## config.mk

```make
export PLATFORM = sky130hd
export DESIGN_NAME = fft8_rot_sched
export DESIGN_NICKNAME = d
export VERILOG_FILES = /design/src/rtl/fft8_rot_pkg.sv /design/src/rtl/mpuc707.sv /design/src/rtl/rot_bypass_dly.sv /design/src/rtl/fft8_rot_sched.sv
export SDC_FILE = /design/constraint.sdc
export NUM_CORES = 1
export LEC_CHECK = 0
export BUFFER_PORTS_ARGS = -buffer_cell sky130_fd_sc_hd__buf_4
export CAP_MARGIN = 0
export CORE_MARGIN = 8
export CORE_UTILIZATION = 65
export CTS_BUF_LIST = sky130_fd_sc_hd__clkbuf_4
export CTS_CLUSTER_SIZE = 14
export DETAILED_ROUTE_END_ITERATION = 16
export GPL_TIMING_DRIVEN = 1
export PLACE_DENSITY_LB_ADDON = 0.08
export SYNTH_ARGS = -nofsm -noshare
export SYNTH_HDL_FRONTEND = slang
export SYNTH_HIERARCHICAL = 1
export SYNTH_SLANG_ARGS = --single-unit
```

## constraint.sdc

```tcl
create_clock -name CLK -period 16.7 [get_ports CLK]
set_input_delay 1.67 -clock CLK [delete_from_list [all_inputs] [get_ports CLK]]
set_output_delay 1.67 -clock CLK [all_outputs]
set_load 0.02 [all_outputs]
```

## src/rtl/fft8_rot_pkg.sv

```systemverilog
// -----------------------------------------------------------------------------
// fft8_rot_pkg
// Shared types and constants for the 8-point FFT rotation scheduler.
//   state_e    : scheduler FSM states (IDLE, RUN)
//   MUL_LAT    : latency of the 0.7071 constant multiplier, in ED-enabled edges
//   TOK_DEPTH  : depth of the {valid, odd} mode-token pipe
//   w8_exp_t   : twiddle exponent e of W8^e = exp(-j*pi*e/4)
//   rot_mode_t : rotation mode decoded from e
//   tok_t      : token carried alongside each sample to the merge point
// -----------------------------------------------------------------------------
package fft8_rot_pkg;

  typedef enum logic {
    ST_IDLE = 1'b0,
    ST_RUN  = 1'b1
  } state_e;

  localparam int MUL_LAT   = 4;
  localparam int TOK_DEPTH = MUL_LAT + 1;

  typedef logic [2:0] w8_exp_t;

  // The exponent bits map directly onto the rotation:
  //   e[0] : odd exponent, goes through the pre-adder and the 0.7071 multiplier
  //   e[1] : extra -j factor (MPYJ for odd, swap/negate in the bypass for even)
  //   e[2] : overall negation
  typedef struct packed {
    logic odd;
    logic neg;
    logic rot_j;
  } rot_mode_t;

  typedef struct packed {
    logic valid;
    logic odd;
  } tok_t;

  function automatic rot_mode_t rot_mode(input w8_exp_t e);
    rot_mode_t m;
    m.odd   = e[0];
    m.rot_j = e[1];
    m.neg   = e[2];
    return m;
  endfunction

endpackage

```

## src/rtl/mpuc707.sv

```systemverilog
// -----------------------------------------------------------------------------
// MPUC707
// Complex multiply by 0.7071 with optional extra -j factor.
//   CLK      : clock
//   ED       : enable; every stage is frozen when low
//   DS       : data strobe; DR/DI/MPYJ are captured on an ED edge with DS high
//   MPYJ     : when set, the result is additionally multiplied by -j
//   DR, DI   : signed operand
//   DOR, DOI : signed result, valid 3 enabled edges after the capture edge and
//              held until the next result replaces it
// Pipeline: capture -> product -> round -> output (4 registers from DR/DI).
// The constant is round(0.70710678 * 2^17); products are rounded to nearest.
// -----------------------------------------------------------------------------
module MPUC707 #(
  parameter int total_bits = 32
) (
  input  logic                         CLK,
  input  logic                         DS,
  input  logic                         ED,
  input  logic                         MPYJ,
  input  logic signed [total_bits-1:0] DR,
  input  logic signed [total_bits-1:0] DI,
  output logic signed [total_bits-1:0] DOR,
  output logic signed [total_bits-1:0] DOI
);

  localparam int                     PW   = total_bits + 18;
  localparam logic signed [17:0]     K707 = 18'sd92682;
  localparam logic signed [PW-1:0]   RND  = PW'(65536);

  logic signed [total_bits-1:0] a_re_q, a_re_d, a_im_q, a_im_d;
  logic signed [PW-1:0]         p_re_q, p_re_d, p_im_q, p_im_d;
  logic signed [total_bits-1:0] r_re_q, r_re_d, r_im_q, r_im_d;
  logic signed [total_bits-1:0] dor_q, dor_d, doi_q, doi_d;
  logic                         j1_q, j1_d, j2_q, j2_d, j3_q, j3_d;

  always_comb begin
    a_re_d = a_re_q;
    a_im_d = a_im_q;
    j1_d   = j1_q;
    p_re_d = p_re_q;
    p_im_d = p_im_q;
    j2_d   = j2_q;
    r_re_d = r_re_q;
    r_im_d = r_im_q;
    j3_d   = j3_q;
    dor_d  = dor_q;
    doi_d  = doi_q;
    if (ED) begin
      if (DS) begin
        a_re_d = DR;
        a_im_d = DI;
        j1_d   = MPYJ;
      end
      p_re_d = PW'(a_re_q) * PW'(K707);
      p_im_d = PW'(a_im_q) * PW'(K707);
      j2_d   = j1_q;
      r_re_d = total_bits'((p_re_q + RND) >>> 17);
      r_im_d = total_bits'((p_im_q + RND) >>> 17);
      j3_d   = j2_q;
      // (x + jy) * (-j) = y - jx
      dor_d  = j3_q ? r_im_q  : r_re_q;
      doi_d  = j3_q ? -r_re_q : r_im_q;
    end
  end

  // Pure datapath: results are only consumed when a token says so, so no reset.
  always_ff @(posedge CLK) begin
    a_re_q <= a_re_d;
    a_im_q <= a_im_d;
    j1_q   <= j1_d;
    p_re_q <= p_re_d;
    p_im_q <= p_im_d;
    j2_q   <= j2_d;
    r_re_q <= r_re_d;
    r_im_q <= r_im_d;
    j3_q   <= j3_d;
    dor_q  <= dor_d;
    doi_q  <= doi_d;
  end

  assign DOR = dor_q;
  assign DOI = doi_q;

endmodule

```

## src/rtl/rot_bypass_dly.sv

```systemverilog
// -----------------------------------------------------------------------------
// rot_bypass_dly
// ED-gated complex delay line for the trivial-rotation (even exponent) path.
// Its depth equals the multiplier latency so both paths reach the merge point
// on the same ED-enabled edge.
//   clk, rst_n      : clock, asynchronous active-low reset
//   ed              : advance enable; the line is frozen when low
//   din_re, din_im  : sample entering the line
//   dout_re, dout_im: sample leaving the line DEPTH enabled edges later
// -----------------------------------------------------------------------------
module rot_bypass_dly #(
  parameter int W     = 18,
  parameter int DEPTH = 4
) (
  input  logic                clk,
  input  logic                rst_n,
  input  logic                ed,
  input  logic signed [W-1:0] din_re,
  input  logic signed [W-1:0] din_im,
  output logic signed [W-1:0] dout_re,
  output logic signed [W-1:0] dout_im
);

  logic [DEPTH-1:0][W-1:0] re_q, re_d;
  logic [DEPTH-1:0][W-1:0] im_q, im_d;

  always_comb begin
    re_d = re_q;
    im_d = im_q;
    if (ed) begin
      re_d[0] = din_re;
      im_d[0] = din_im;
      for (int i = 1; i < DEPTH; i++) begin
        re_d[i] = re_q[i-1];
        im_d[i] = im_q[i-1];
      end
    end
  end

  always_ff @(posedge clk or negedge rst_n) begin
    if (!rst_n) begin
      re_q <= '0;
      im_q <= '0;
    end else begin
      re_q <= re_d;
      im_q <= im_d;
    end
  end

  assign dout_re = $signed(re_q[DEPTH-1]);
  assign dout_im = $signed(im_q[DEPTH-1]);

endmodule

```

## src/rtl/fft8_rot_sched.sv

```systemverilog
// -----------------------------------------------------------------------------
// fft8_rot_sched
// Applies W8^e = exp(-j*pi*e/4) to each accepted complex sample. Odd exponents
// go through a pre-adder and the shared 0.7071 multiplier; even exponents take
// a latency-matched trivial-rotation bypass. Both paths merge in order.
//   CLK, RSTN      : clock (rising edge), asynchronous active-low reset
//   ED             : global enable; all state frozen when low
//   IN_VLD/IN_RDY  : input handshake; a sample is accepted on an ED edge with
//                    IN_VLD & IN_RDY. IN_RDY depends only on internal state and
//                    is high on every other ED cycle (phase 0).
//   IN_SOF         : accepted sample is frame index 0 (restarts e = 0)
//   TW_STEP        : twiddle exponent step, latched with an accepted SOF sample
//   DR, DI         : signed input sample (NB bits)
//   OUT_VLD        : one ED-enabled cycle per accepted sample, 5 edges later
//   DOR, DOI       : signed rotated sample (NB+2 bits)
//   ERR            : sticky, set when a non-SOF sample is accepted in IDLE
// -----------------------------------------------------------------------------
module fft8_rot_sched
  import fft8_rot_pkg::*;
#(
  parameter int NB = 16
) (
  input  logic                 CLK,
  input  logic                 RSTN,
  input  logic                 ED,
  input  logic                 IN_VLD,
  output logic                 IN_RDY,
  input  logic                 IN_SOF,
  input  logic [2:0]           TW_STEP,
  input  logic signed [NB-1:0] DR,
  input  logic signed [NB-1:0] DI,
  output logic                 OUT_VLD,
  output logic signed [NB+1:0] DOR,
  output logic signed [NB+1:0] DOI,
  output logic                 ERR
);

  localparam int W = NB + 2;

  // ---------------------------------------------------------------------------
  // Scheduler FSM
  // ---------------------------------------------------------------------------
  state_e    state_q, state_d;
  logic      phase_q, phase_d;
  logic [2:0] idx_q, idx_d;
  w8_exp_t   e_q, e_d;
  w8_exp_t   step_q, step_d;
  logic      err_q, err_d;

  logic      in_rdy;
  logic      acc;
  logic      take;
  logic      drop;
  w8_exp_t   cur_e;

  always_ff @(posedge CLK or negedge RSTN) begin
    if (!RSTN) begin
      state_q <= ST_IDLE;
      phase_q <= 1'b0;
      idx_q   <= 3'd0;
      e_q     <= 3'd0;
      step_q  <= 3'd0;
      err_q   <= 1'b0;
    end else begin
      state_q <= state_d;
      phase_q <= phase_d;
      idx_q   <= idx_d;
      e_q     <= e_d;
      step_q  <= step_d;
      err_q   <= err_d;
    end
  end

  // The registers hold the exponent/index of the NEXT sample, so an accepted
  // SOF sample (which itself uses e = 0) leaves idx = 1, e = step behind.
  always_comb begin
    state_d = state_q;
    phase_d = phase_q;
    idx_d   = idx_q;
    e_d     = e_q;
    step_d  = step_q;
    err_d   = err_q;
    if (ED) begin
      case (state_q)
        ST_IDLE: begin
          if (take) begin
            state_d = ST_RUN;
            phase_d = 1'b1;
            idx_d   = 3'd1;
            e_d     = TW_STEP;
            step_d  = TW_STEP;
          end
        end
        ST_RUN: begin
          phase_d = ~phase_q;
          if (take) begin
            if (IN_SOF) begin
              idx_d  = 3'd1;
              e_d    = TW_STEP;
              step_d = TW_STEP;
            end else begin
              idx_d = idx_q + 3'd1;
              e_d   = e_q + step_q;
            end
          end
        end
        default: state_d = ST_IDLE;
      endcase
      if (drop) err_d = 1'b1;
    end
  end

  // RSTN gates IN_RDY so the block never appears ready while held in reset.
  always_comb begin
    in_rdy = RSTN & ~phase_q;
    acc    = ED & IN_VLD & in_rdy;
    take   = acc & ((state_q == ST_RUN) | IN_SOF);
    drop   = acc & (state_q == ST_IDLE) & ~IN_SOF;
    cur_e  = IN_SOF ? 3'd0 : e_q;
  end

  // ---------------------------------------------------------------------------
  // Prep stage: pre-adder for odd exponents, trivial rotation for even ones.
  // Everything is widened to W bits first so that negating the most negative
  // input (or u = -2^NB) cannot wrap.
  // ---------------------------------------------------------------------------
  rot_mode_t           mode;
  logic signed [NB:0]  u_n, v_n;
  logic signed [W-1:0] dr_x, di_x, u_x, v_x;
  logic signed [W-1:0] base_re, base_im, rot_re, rot_im;

  always_comb begin
    mode = rot_mode(cur_e);
    u_n  = (NB+1)'(DR) + (NB+1)'(DI);
    v_n  = (NB+1)'(DI) - (NB+1)'(DR);
    dr_x = W'(DR);
    di_x = W'(DI);
    u_x  = W'(u_n);
    v_x  = W'(v_n);
    if (mode.odd) begin
      base_re = u_x;
      base_im = v_x;
    end else if (mode.rot_j) begin
      base_re = di_x;
      base_im = -dr_x;
    end else begin
      base_re = dr_x;
      base_im = di_x;
    end
    if (mode.neg) begin
      rot_re = -base_re;
      rot_im = -base_im;
    end else begin
      rot_re = base_re;
      rot_im = base_im;
    end
  end

  // ---------------------------------------------------------------------------
  // Prep registers, multiplier strobes, token pipe and output merge
  // ---------------------------------------------------------------------------
  logic signed [W-1:0]      prep_re_q, prep_re_d, prep_im_q, prep_im_d;
  logic                     mpyj_q, mpyj_d;
  logic                     ds_q, ds_d;
  tok_t [TOK_DEPTH-1:0]     tok_q, tok_d;
  logic                     out_vld_q, out_vld_d;
  logic signed [W-1:0]      dor_q, dor_d, doi_q, doi_d;
  logic signed [W-1:0]      mul_re, mul_im;
  logic signed [W-1:0]      byp_re, byp_im;

  always_comb begin
    prep_re_d = prep_re_q;
    prep_im_d = prep_im_q;
    mpyj_d    = mpyj_q;
    ds_d      = ds_q;
    tok_d     = tok_q;
    out_vld_d = out_vld_q;
    dor_d     = dor_q;
    doi_d     = doi_q;
    if (ED) begin
      // DS is high for exactly the one ED cycle after an odd accept.
      ds_d = take & mode.odd;
      if (take) begin
        prep_re_d = rot_re;
        prep_im_d = rot_im;
        mpyj_d    = mode.odd & mode.rot_j;
      end
      tok_d[0].valid = take;
      tok_d[0].odd   = mode.odd;
      for (int i = 1; i < TOK_DEPTH; i++) begin
        tok_d[i] = tok_q[i-1];
      end
      out_vld_d = tok_q[TOK_DEPTH-1].valid;
      if (tok_q[TOK_DEPTH-1].valid) begin
        dor_d = tok_q[TOK_DEPTH-1].odd ? mul_re : byp_re;
        doi_d = tok_q[TOK_DEPTH-1].odd ? mul_im : byp_im;
      end
    end
  end

  always_ff @(posedge CLK or negedge RSTN) begin
    if (!RSTN) begin
      prep_re_q <= '0;
      prep_im_q <= '0;
      mpyj_q    <= 1'b0;
      ds_q      <= 1'b0;
      tok_q     <= '0;
      out_vld_q <= 1'b0;
      dor_q     <= '0;
      doi_q     <= '0;
    end else begin
      prep_re_q <= prep_re_d;
      prep_im_q <= prep_im_d;
      mpyj_q    <= mpyj_d;
      ds_q      <= ds_d;
      tok_q     <= tok_d;
      out_vld_q <= out_vld_d;
      dor_q     <= dor_d;
      doi_q     <= doi_d;
    end
  end

  MPUC707 #(
    .total_bits(W)
  ) u_mpy (
    .CLK (CLK),
    .DS  (ds_q),
    .ED  (ED),
    .MPYJ(mpyj_q),
    .DR  (prep_re_q),
    .DI  (prep_im_q),
    .DOR (mul_re),
    .DOI (mul_im)
  );

  rot_bypass_dly #(
    .W    (W),
    .DEPTH(MUL_LAT)
  ) u_byp (
    .clk    (CLK),
    .rst_n  (RSTN),
    .ed     (ED),
    .din_re (prep_re_q),
    .din_im (prep_im_q),
    .dout_re(byp_re),
    .dout_im(byp_im)
  );

  assign IN_RDY  = in_rdy;
  assign OUT_VLD = out_vld_q;
  assign DOR     = dor_q;
  assign DOI     = doi_q;
  assign ERR     = err_q;

endmodule

```

# After elaboration in Yosys (flattened, before gate mapping)
# Index checks and enable logic that the tools add are counted.
[totals]
output_inout_bits = 39
register_bits = 417
elab_cells = 96
inputBits = 40
[op_classes]
n_mux = 22
addsub = 9
reduce_logical = 7
bitwise_logic = 12
mul = 2
n_eq_ne = 3
[ops]
columns = ["op", "count"]
rows = [
  ["18-bit two-way mux", 10],
  ["35-bit by 18-bit adder with 35-bit output (second input constant)", 2],
  ["18-bit by 17-bit multiplier with 34-bit output (second input constant)", 2],
  ["18-bit negator", 3],
  ["3-bit two-way mux", 6],
  ["16-bit negator with 18-bit output", 1],
  ["16-bit by 16-bit adder with 17-bit output", 1],
  ["16-bit by 16-bit subtractor with 17-bit output", 1],
  ["3-bit one-hot mux with 2 select lines", 2],
  ["2-bit AND reduction", 5],
  ["1-bit bitwise AND", 8],
  ["2-bit inequality test (second input constant)", 2],
  ["4-bit AND reduction", 1],
  ["3-bit adder", 1],
  ["1-bit two-way mux", 3],
  ["1-bit NOT", 3],
  ["3-bit AND reduction", 1],
  ["2-bit by 1-bit inequality test with 1-bit output (second input constant)", 1],
  ["1-bit one-hot mux with 2 select lines", 1],
  ["1-bit OR", 1],
]

# Logic depth before layout (Yosys ltp)
[depth]
depth_word = 6
ltp_mapped = 20
mapped_depth_nobuf = 20

# Hierarchy
# Netlist, hierarchy kept.
[by_module_without_submodules]
columns = ["module", "seq_area_each_um2", "instances", "area_per_inst_um2", "cells_each"]
rows = [
  ["MPUC707", 4474.3, 1, 15960.3, 1439],
  ["fft8_rot_sched", 2352.3, 1, 7526.0, 921],
  ["rot_bypass_dly", 3603.5, 1, 5850.6, 340],
]

# Worst setup path after synthesis
# OpenSTA, ideal clock, no wires.
[synth_timing]
path_type = "reg2reg"
from = "reg u_mpy.a_re_q[17]"
to = "reg u_mpy.p_re_q[34] (data pin)"
required_time_ps = 16563
n_path_buf = 0
path_stages_with_launch = 17
arrival_ps = 5624
path_slack_ps = 10938
cell_sequence = "edfxtp_1 ha_1 fa_1 inv_1 fa_1 fa_1 fa_1 inv_1 fa_1 inv_1 ha_1 nand4_1 or2_2 a211oi_1 nor3b_1 or4b_1 nand4_1"
[synth_between]
elab_chain_len = 1
[synth_rtl]
columns = ["element", "line_no", "text"]
rows = [
  ["start: declaration", "mpuc707.sv:31", "logic signed [total_bits-1:0] a_re_q, a_re_d, a_im_q, a_im_d;"],
  ["start signal: assignment", "mpuc707.sv:69", "a_re_q <= a_re_d;"],
  ["18-bit by 17-bit multiplier with 34-bit output", "mpuc707.sv:55", "p_re_d = PW'(a_re_q) * PW'(K707);"],
  ["end signal: assignment", "mpuc707.sv:72", "p_re_q <= p_re_d;"],
  ["end: declaration", "mpuc707.sv:32", "logic signed [PW-1:0] p_re_q, p_re_d, p_im_q, p_im_d;"],
]
# Every way passes these cells.
# A chain may end at the register's enable or synchronous reset.

# Final worst setup path
[layout_timing]
from = "reg u_mpy.a_im_q[12]"
to = "reg u_mpy.p_im_q[34] (data pin)"
[layout_between]
elab_chain_len = 1
[layout_rtl]
columns = ["element", "line_no", "text"]
rows = [
  ["start: declaration", "mpuc707.sv:31", ""],
  ["start signal: assignment", "mpuc707.sv:70", "a_im_q <= a_im_d;"],
  ["18-bit by 17-bit multiplier with 34-bit output", "mpuc707.sv:56", "p_im_d = PW'(a_im_q) * PW'(K707);"],
  ["end signal: assignment", "mpuc707.sv:73", "p_im_q <= p_im_d;"],
  ["end: declaration", "mpuc707.sv:32", ""],
]
# Every way passes these cells.

==> results.tsv <==
stage	metric	value	unit
run_status	outcome	finished, final reports clean	
clocking	Root Buffer	clkbuf_4	
route	Routed Antenna Nets	0	
critical_path	Required @ worst endpoint	17260	ps
logic_synthesis	post-synthesis async set-or-reset flop share	61.5	%
clocking	# clock sinks	387	
global_route	GR Overflow Total	0	
route	Routed WL per cell	19.6	um
logic_synthesis	count leader, synth	inv_1	
clocking	CTS tree	built	
clocking	CTS clk-pin slew, worst paths	70	ps
sta	Final Max Slew Viols	0	
placement	Port Buffer Count	78	
placement	Post-DP HPWL	53800	um
critical_path	slowest stage delay, CP	550	ps
final_layout	Final nets	3316	
floorplanning	die area	52200	um^2
sta	final setup fails	0	
placement	GP Congestion	0.968	
final_layout	share of post-route cells with drive strength above 1	17.2	%
critical_path	Worst R2R Path Depth	18	
critical_path	Most common cell on crit path	fa_1	
clocking	Setup Buffers After CTS	0	
global_route	first-pass GRT wire length	108000	um
logic_synthesis	Synth Cell Area	29300	um^2
logic_synthesis	most frequent cells after synthesis	431 x inv_1, 314 x ha_1, 238 x dfrtp_1	
route	DR pass1 iterations	7	
clocking	TritonCTS buffer count	98	
logic_synthesis	area leader, netlist	dfrtp_1	
route	drt drc	0	
floorplanning	Ports	79	
route	Metal-1 WL	29600	um
critical_path	CP Capture Type	flop	
job	Max Cap Viol	0	
critical_path	FF-to-FF End	u_mpy/p_im_q[34]	
critical_path	ordered list of cells on the worst path	ha_1, inv_1, fa_1, inv_1, fa_1, fa_1, fa_1, inv_1, fa_1, inv_1, ha_1, a21oi_1, o21bai_1, a21o_1, a221oi_1, and2_1, o21ai_1, a211o_1	
logic_synthesis	#FFs+latches synth	387	
logic_synthesis	sequential element share of the synthesized area	35.6	%
logic_synthesis	Synth area leaders	dfrtp_1 20%, edfxtp_1 15%, ha_1 13%	
sta	Max Clock Skew	68.1	ps
global_route	number of global-route vias before repair	20200	
sta	RSZ-0062 raised after global routing	no	
min_path	Cells on Worst Hold Path	0	
placement	Post-DP Area	30200	um^2
route	Max Used Layer	met5	
sta	Final Hold Fails	0	
clocking	H-tree depth	3	
floorplanning	die height	228	um
global_route	GRT Total Usage	25.8	%
clocking	Post-CTS Hold Buffers	0	
critical_path	slowest CP cell	fa_1	
route	met3 routed WL	3530	um
route	Met2 Wirelength	32000	um
pwr	VDD IR max	92.6	uV
sta	fin crit share	35.8	%
logic_synthesis	EDFF count, synth	149	
route	mean number of vias per cell	5.72	
sta	Peak Freq	0.167	GHz
pwr	Leak Pwr	0.0150	uW
clocking	Longest Clk Path Bufs	3	
clocking	clock insertion delay at the later pin of the skew report	830	ps
sta	clock period minus worst slack	5990	ps
logic_synthesis	Avg Inst Size Synth	10.9	um^2
route	Vias	19800	
critical_path	Worst Path Buf+Inv	4	
route	number of DRC markers in iteration 0	1183	
global_route	antenna violations before repair	6	
min_path	WHS Endpoint	u_mpy/j2_q	
sta	Worst Tran Pin Value	1160	ps
sta	Slew HR	22.8	%
critical_path	CP arrival	6550	ps
pwr	PD cells	137	nW/um^2
logic_synthesis	post-synthesis net count	3235	
floorplanning	Initial Utilization	65.2	%
critical_path	Worst Setup Start Kind	flop	
global_route	largest net degree at the start of global routing	84	
floorplanning	Rows	78	
final_layout	Design Area, Final	31500	um^2
sta	setup TNS	0	ps
critical_path	CP Max Fanout	7	
logic_synthesis	Yosys warnings	6	
logic_synthesis	top cell type's share of synthesized area	20.3	%
final_layout	Area Overhead vs Synth	7.44	%
critical_path	CP top delay family	adder cells	
route	Total Wirelength	67900	um
critical_path	Reg-to-Reg Start	u_mpy/a_im_q[12]	
clocking	post_cts resized	0	
min_path	hold path startpoint	u_mpy/j1_q	
final_layout	Final Core Density	70.1	%
logic_synthesis	Primary FF master, synth	dfrtp_1	
critical_path	Reg2Reg Setup Slack	10710	ps
critical_path	Setup CP Type	flop to flop	
floorplanning	Die X-Extent	228	um
floorplanning	total core area	45000	um^2
logic_synthesis	Synth cell types	93	
logic_synthesis	Syn Inst Count	2700	
min_path	Hold Path Class	flop to flop	
-- registers in the layout, indices dropped and copies added, names as in the netlist, 19 cells and up --
name	cells
u_byp/im_q	54
u_byp/re_q	54
u_mpy/p_im_q	19
u_mpy/p_re_q	19
-- placed cells by master (no fill, tap or decap), types with 6 or more instances in the layout --
cell,netlist,final
nor4_1,10,10
o21a_1,8,8
mux2_2,128,128
or4_1,6,6
ha_1,314,314
fa_1,181,181
a211o_1,6,6
edfxtp_1,149,149
clkinv_1,0,10
nor2_1,124,124
nor3_1,29,29
nand4_1,16,16
nor3b_1,6,6
or3_1,7,7
a31oi_1,21,21
o21ai_0,93,92
mux2_4,61,61
o211ai_1,16,16
and3_1,21,21
dfrtp_1,238,237
clkbuf_4,0,160
a211oi_1,12,12
a21oi_1,134,134
nor2b_1,24,22
xor2_1,55,55
nand3_1,31,31
nand2b_1,21,21
a21o_1,37,37
mux2i_1,43,43
and2_1,9,8
o31ai_1,9,9
nand2_1,140,140
o22ai_1,9,9
xnor2_1,82,82
inv_1,431,431
buf_4,37,91
o21ai_1,7,7
-- report_power, final --
part	leakage, uW	total, uW	internal (uW)	switching [uW]
Sequential	0.00439	1780	1440	348
Combinational	0.00984	1690	787	905
Clock	0.000799	833	450	383
-- per-layer routing --
metal / up-vias / track usage (%)
li1: 9380 / -
met1: 9782 / 33.7
met2: 509 / 41.5
met3: 127 / 5.27
met4: 10 / 11.6
met5: - / 0
-- worst register-to-register path, cell delays in order, from the launching register on --
cell      delay, ps
edfxtp_1        530
ha_1            350
inv_1            50
fa_1            510
inv_1            60
fa_1            460
fa_1            520
fa_1            550
inv_1            60
fa_1            520
inv_1            40
ha_1            350
a21oi_1         410
o21bai_1        110
a21o_1          210
a221oi_1        350
and2_1          270
o21ai_1         120
a211o_1         280
-- cell families after synthesis --
kind of cell / count (synthesis) / share of synthesized area (%)
DFF: 387 / 35.6
AOI/OAI and AO/OA: 423 / 9.15
xor gates and xnor gates: 137 / 4.09
muxes: 232 / 9.50
buffers and inverters: 543 / 7.71
adders and majority gates: 495 / 25.7
and+or+nand+nor: 483 / 8.25
-- stage by stage --
stage / cells / worst slack (ps) / total power [uW] / hold slack, ps
2_1_floorplan: 2700 / 10940 / 2950 / 400
5_1_grt: 3463 / 10390 / 4610 / 407
3_5_place_dp: 3281 / 10740 / 3480 / 409
4_1_cts: 3462 / 10770 / 4340 / 404
6_report: 3465 / 10710 / 4310 / 413
3_3_place_gp: 3281 / 10870 / 3430 / 401
-- worst max-delay path by stage --
stage | from | endpoint | slack (ps) | cells after the start
6_report | u_mpy/a_im_q[12] | u_mpy/p_im_q[34] | 10710 | 18
5_1_grt | u_mpy/a_im_q[8] | u_mpy/p_im_q[34] | 10390 | 18
4_1_cts | u_mpy/a_im_q[8] | u_mpy/p_im_q[34] | 10770 | 18
3_5_place_dp | u_mpy/a_im_q[8] | u_mpy/p_im_q[34] | 10740 | 18
3_3_place_gp | u_mpy/a_re_q[16] | u_mpy/p_re_q[33] | 10870 | 18
2_1_floorplan | u_mpy/a_re_q[17] | u_mpy/p_re_q[34] | 10940 | 16
-- area by class of cell --
type	instances	area [um^2]
sequential	387	10400
clock buffer	160	1200
inverter	431	1620
fill	3359	13500
multi-input combinational	1770	16700
tap	600	751
antenna	3	7.51
timing repair buffer	93	713
clock inverter	21	134
(Power assumes the default switching activity.)
